<file path="src/rtl/quad_enc_gen.sv">
`default_nettype none
// +------------------------------------------------------------------------+
// | quad_enc_gen : programmable quadrature step generator (A/B tach)       |
// | Rev 1.0                                                                |
// +------------------------------------------------------------------------+
module quad_enc_gen (
  input  logic       clk,
  input  logic       reset,
  input  logic       stepce,
  input  logic [7:0] wrtdata,
  input  logic       ldcountl,
  input  logic       ldcounth,
  input  logic       ldrate,
  input  logic       start,
  input  logic       abort,
  input  logic       dir,
  input  logic       invphase,
  output logic [1:0] tach,
  output logic       busy,
  output logic       done,
  output logic [7:0] remainl,
  output logic [7:0] remainh
);

  typedef enum logic [0:0] {
    S_IDLE = 1'b0,
    S_RUN  = 1'b1
  } state_t;

  state_t      r_state;
  state_t      w_state_nxt;
  logic [15:0] r_count;
  logic [7:0]  r_rate;
  logic [15:0] r_remaining;
  logic [7:0]  r_divcnt;
  logic [1:0]  r_phase;
  logic        r_dir;
  logic        r_done;

  logic        w_start_move;
  logic        w_zero_start;
  logic        w_step;
  logic        w_div_dec;
  logic        w_finish;

  // Gray-code walk: forward 00->01->11->10, reverse is the mirror.
  function automatic logic [1:0] f_next_phase(input logic [1:0] ph, input logic rev);
    logic [1:0] nx;
    case (ph)
      2'b00:   nx = rev ? 2'b10 : 2'b01;
      2'b01:   nx = rev ? 2'b00 : 2'b11;
      2'b11:   nx = rev ? 2'b01 : 2'b10;
      default: nx = rev ? 2'b11 : 2'b00;
    endcase
    return nx;
  endfunction

  always_comb begin
    w_state_nxt  = r_state;
    w_start_move = 1'b0;
    w_zero_start = 1'b0;
    w_step       = 1'b0;
    w_div_dec    = 1'b0;
    w_finish     = 1'b0;
    case (r_state)
      S_IDLE: begin
        if (start) begin
          if (r_count == 16'd0) begin
            w_zero_start = 1'b1;
          end else if (!abort) begin
            w_start_move = 1'b1;
            w_state_nxt  = S_RUN;
          end
        end
      end
      S_RUN: begin
        // Abort wins over any step that would land in the same cycle.
        if (abort) begin
          w_state_nxt = S_IDLE;
        end else if (stepce) begin
          if (r_divcnt == 8'd0) begin
            w_step = 1'b1;
            if (r_remaining == 16'd1) begin
              w_finish    = 1'b1;
              w_state_nxt = S_IDLE;
            end
          end else begin
            w_div_dec = 1'b1;
          end
        end
      end
      default: w_state_nxt = S_IDLE;
    endcase
  end

  always_ff @(posedge clk) begin
    if (reset) begin
      r_state <= S_IDLE;
    end else begin
      r_state <= w_state_nxt;
    end
  end

  always_ff @(posedge clk) begin
    if (reset) begin
      r_count     <= 16'd0;
      r_rate      <= 8'd0;
      r_remaining <= 16'd0;
      r_divcnt    <= 8'd0;
      r_phase     <= 2'b00;
      r_dir       <= 1'b0;
      r_done      <= 1'b0;
    end else begin
      if (r_state == S_IDLE) begin
        if (ldcountl) r_count[7:0]  <= wrtdata;
        if (ldcounth) r_count[15:8] <= wrtdata;
        if (ldrate)   r_rate        <= wrtdata;
      end
      if (w_start_move) begin
        r_remaining <= r_count;
        r_divcnt    <= r_rate;
        r_dir       <= dir;
      end
      if (w_div_dec) begin
        r_divcnt <= r_divcnt - 8'd1;
      end
      if (w_step) begin
        r_phase     <= f_next_phase(r_phase, r_dir);
        r_remaining <= r_remaining - 16'd1;
        r_divcnt    <= r_rate;
      end
      // Masking with the previous pulse keeps a held zero-count start from stretching done.
      r_done <= (w_zero_start | w_finish) & ~r_done;
    end
  end

  assign tach    = invphase ? {r_phase[0], r_phase[1]} : r_phase;
  assign busy    = (r_state == S_RUN);
  assign done    = r_done;
  assign remainl = r_remaining[7:0];
  assign remainh = r_remaining[15:8];

endmodule
`default_nettype wire

</file>
<file path="config.mk">
export PLATFORM = sky130hd
export DESIGN_NAME = quad_enc_gen
export DESIGN_NICKNAME = d
export VERILOG_FILES = /design/src/rtl/quad_enc_gen.sv
export SDC_FILE = /design/constraint.sdc
export NUM_CORES = 1
export LEC_CHECK = 0
export ABC_CLOCK_PERIOD_IN_PS = 2700
export BUFFER_PORTS_ARGS = -buffer_cell sky130_fd_sc_hd__buf_2
export CORE_ASPECT_RATIO = 1.1
export CORE_MARGIN = 1.5
export CORE_UTILIZATION = 59
export CTS_BUF_LIST = sky130_fd_sc_hd__clkbuf_8
export CTS_CLUSTER_SIZE = 40
export DETAILED_ROUTE_END_ITERATION = 8
export MAX_ROUTING_LAYER = met4
export PLACE_DENSITY = 0.82
export RECOVER_POWER = 100
export SYNTH_ARGS = -nofsm -noshare
export SYNTH_HDL_FRONTEND = slang
export SYNTH_SLANG_ARGS = --single-unit
</file>
<file path="constraint.sdc">
create_clock -name clk -period 2.7 [get_ports clk]
set_clock_uncertainty 0.15 [all_clocks]
set_input_delay 0.81 -clock clk [delete_from_list [all_inputs] [get_ports clk]]
set_output_delay 0.81 -clock clk [all_outputs]
set_load 0.005 [all_outputs]
</file>
==> impl_metrics.yaml <==
clocking:
  tritoncts: "built"
  root_buffer: "clkbuf_8"
  holdBufCountCts: 0
  htree_levels: 2
  clock_path_buffers: 2
  cts_setup_buffers: 0
  clkSlewWorstSetupHoldPaths_ps: 90
  cts.sinks: 53
  cts_made_buffers: 5
  clkLatencyLatePin_ps: 300
  ctsResizeCount: 0
yosys:
  synthArstFlopShare_pct: 0
  synth_cells: 288
  netlist.top_cell.by_area: "dfxtp_1"
  synth-edff-count: 0
  synth_compound_area_share_pct: 16.1
  yosysMostFrequentCell: "dfxtp_1"
  ys_top_cells_by_count: "53 x dfxtp_1, 39 x nor2_1, 24 x mux2i_1, 22 x a21oi_1, 20 x nand2_1"
  synth.top_cell.area_share_pct: 41.1
  ys_ff_latch: 53
  ys_warn_count: 0
  ys_seq_area_share_pct: 41.1
  synthAdderAreaFrac_pct: 1.45
  yosys.area_share.simple_pct: 23.9
  ys_top_cells_by_area: "dfxtp_1 41%, mux2i_1 9.3%, nor2_1 5.7%"
  synth_xor_area_share_pct: 2.03
  synth_top_flop_cell: "dfxtp_1"
  synth_top_family_by_area: "simple AND/OR/NAND/NOR gates"
  synth_fp_nets: 309
  syn-cell-area_um2: 2580
  synth.distinct_cells: 49
  syn_avg_cell_area_um2: 8.97
  synth.area.mux_share_pct: 12.4
power:
  power_leakage_nw: 1.19
  p_comb_share_pct: 17.9
  seqPwrFrac_pct: 51.6
  ir_worst_vdd_mv: 0.445
  switching_share_pct: 27.8
  pwr-share-clk_pct: 30.5
  netSwitchingPower_mw: 0.474
  intPower_mw: 1.23
  power_density_nw_per_um2: 586
final_layout:
  syn_to_final_growth_pct: 12.5
  layout-drive-gt1-share_pct: 17.3
  fill_cells: 363
  diodes: 0
  final_nets: 350
  final_cells: 383
job:
  max-cap-violations: 0
setup_path:
  endpoint_kind: "flop"
  crit_arrival_ps: 2520
  critPathMaxFanout: 14
  cp-start-kind: "flop"
  worst-path-buf-inv: 1
  worstPathRequired_ps: 2760
  critPathSlowestCell: "or4_1"
  critical-path-max-stage-delay_ps: 580
  crit_family: "simple AND/OR/NAND/NOR gates"
  crit_type: "reg2reg"
  path_cells: "or4_1 > o41ai_1 > clkbuf_2 > nand2_1 > mux2_2 > a21oi_1"
outcome:
  outcome: "completed"
route:
  viasPerCell: 6.10
  drc_errors: 0
  dr_total_vias: 2336
  drtPass1Iterations: 4
  routedWlPerCell_um: 16.7
  antenna_left: 0
  first_iter_violations: 223
  routed_wirelength_um: 6390
grt:
  grtUsageTotal_pct: 28.5
  grt_max_degree: 31
  grt_antenna_before_repair: 0
  grt_pass1_wl_um: 10100
  grt_overflow_total: 0
  grt_pass1_vias: 2136
sta:
  fmax_ghz: 0.406
  finalSetupViolations: 0
  slew_headroom_pct: 6.97
  tightest_slew_ps: 1400
  period_needed_ps: 2460
  slew_violations: 0
  final_hold_viol_count: 0
  rsz0062_at_grt: "false"
  min_period_over_period_pct: 91.1
  tns_ps: 0
floorplanning:
  initial_utilization_pct: 60.7
  die_height_um: 72.4
  die_area_um2: 4780
  io_pins: 38
  core_um2: 4250
  die_w_um: 66.1
  std_cell_rows: 25
min_path:
  hold_class: "reg2reg"
placement:
  placed_cells_incl_taps: 376
  place_congestion: 0.893
  io_buffers: 37
  dpl.hpwl_um: 4610
power groups by stage:
stage               combinational [mW]  clock (mW)  sequential, mW
detailed placement               0.312           0           0.895
global route                     0.333       0.561           0.886
CTS                              0.314       0.524           0.877
finish                           0.305       0.519           0.879
global placement                 0.304           0           0.894
floorplan                        0.227           0           0.879
sequential cells by signal, indices dropped and copies added (netlist names):
register	flops
r_phase	2
r_remaining	16
r_count	16
r_rate	8
done	1
r_divcnt	8
r_dir	1
busy	1
worst reg2reg max path: cells and delay by family (launching register included):
family          cells  cell delay (ps)
simple gates        2              690
compound gates      2              550
buf+inv             1              370
flops               1              350
mux                 1              260
cell type report:
type | instances | area, µm² | share of cell area (%)
inverters | 6 | 22.5 | 0.775
clock buffers | 5 | 68.8 | 2.37
well taps | 54 | 67.6 | 2.33
multi-input cells | 217 | 1420 | 48.7
clock inverters | 2 | 35.0 | 1.21
repair buffers | 46 | 235 | 8.10
flip-flops and latches | 53 | 1060 | 36.5
stage by stage:
step	cell area, µm²	setup slack [ps]	util [%]	hold slack, ps	power (mW)
global route	2910	128	68.3	319	1.78
detailed placement	2850	148	66.9	261	1.21
floorplan	2580	190	-	275	1.11
finish	2910	240	68.3	279	1.70
global placement	2850	245	66.9	258	1.20
CTS	2950	307	69.4	274	1.72
path summary, 6_finish.rpt:
check | from | end | slack (ps) | depth (start not counted)
max | r_count[11] | r_remaining[4] | 240 | 6
min | done | done | 280 | 1
max reg2reg | r_count[11] | r_remaining[4] | 240 | 6
min reg2reg | done | done | 280 | 1
logic make-up after synthesis:
logic type,Yosys count
AO/OA/AOI/OAI,58
buffers and inverters,18
multiplexers,31
flip-flops,53
XOR/XNOR,6
adder cells (fa/ha/maj),3
AND/OR/NAND/NOR,119
cells in the final DEF, fill, tap and decap left out, types with 2 or more instances in the layout:
| cell type | count |
|---|---|
| a211oi_1 | 3 |
| a21oi_1 | 22 |
| a22oi_1 | 6 |
| a31oi_1 | 3 |
| and2_1 | 3 |
| buf_1 | 3 |
| buf_2 | 25 |
| buf_4 | 8 |
| clkbuf_1 | 9 |
| clkbuf_8 | 5 |
| dfxtp_1 | 53 |
| ha_1 | 3 |
| inv_1 | 6 |
| mux2_2 | 7 |
| mux2i_1 | 24 |
| nand2_1 | 21 |
| nand3_1 | 6 |
| nand4_1 | 4 |
| nor2_1 | 40 |
| nor2b_1 | 2 |
| nor3_1 | 12 |
| nor3b_1 | 2 |
| nor4_1 | 4 |
| o211ai_1 | 2 |
| o21ai_0 | 7 |
| o221a_2 | 3 |
| o311ai_0 | 2 |
| or3_1 | 8 |
| or4_1 | 5 |
| xnor2_1 | 4 |
| xor2_1 | 2 |
metal layers:
layer	vias to the layer above	global-route usage [%]	share of wire, %
li1	1139	-	-
met1	1101	35.6	44
met2	89	47.1	48
met3	7	4.81	7.0
met4	0	9.07	1.1
met5	-	-	0
Power figures use the tool's default switching activity.
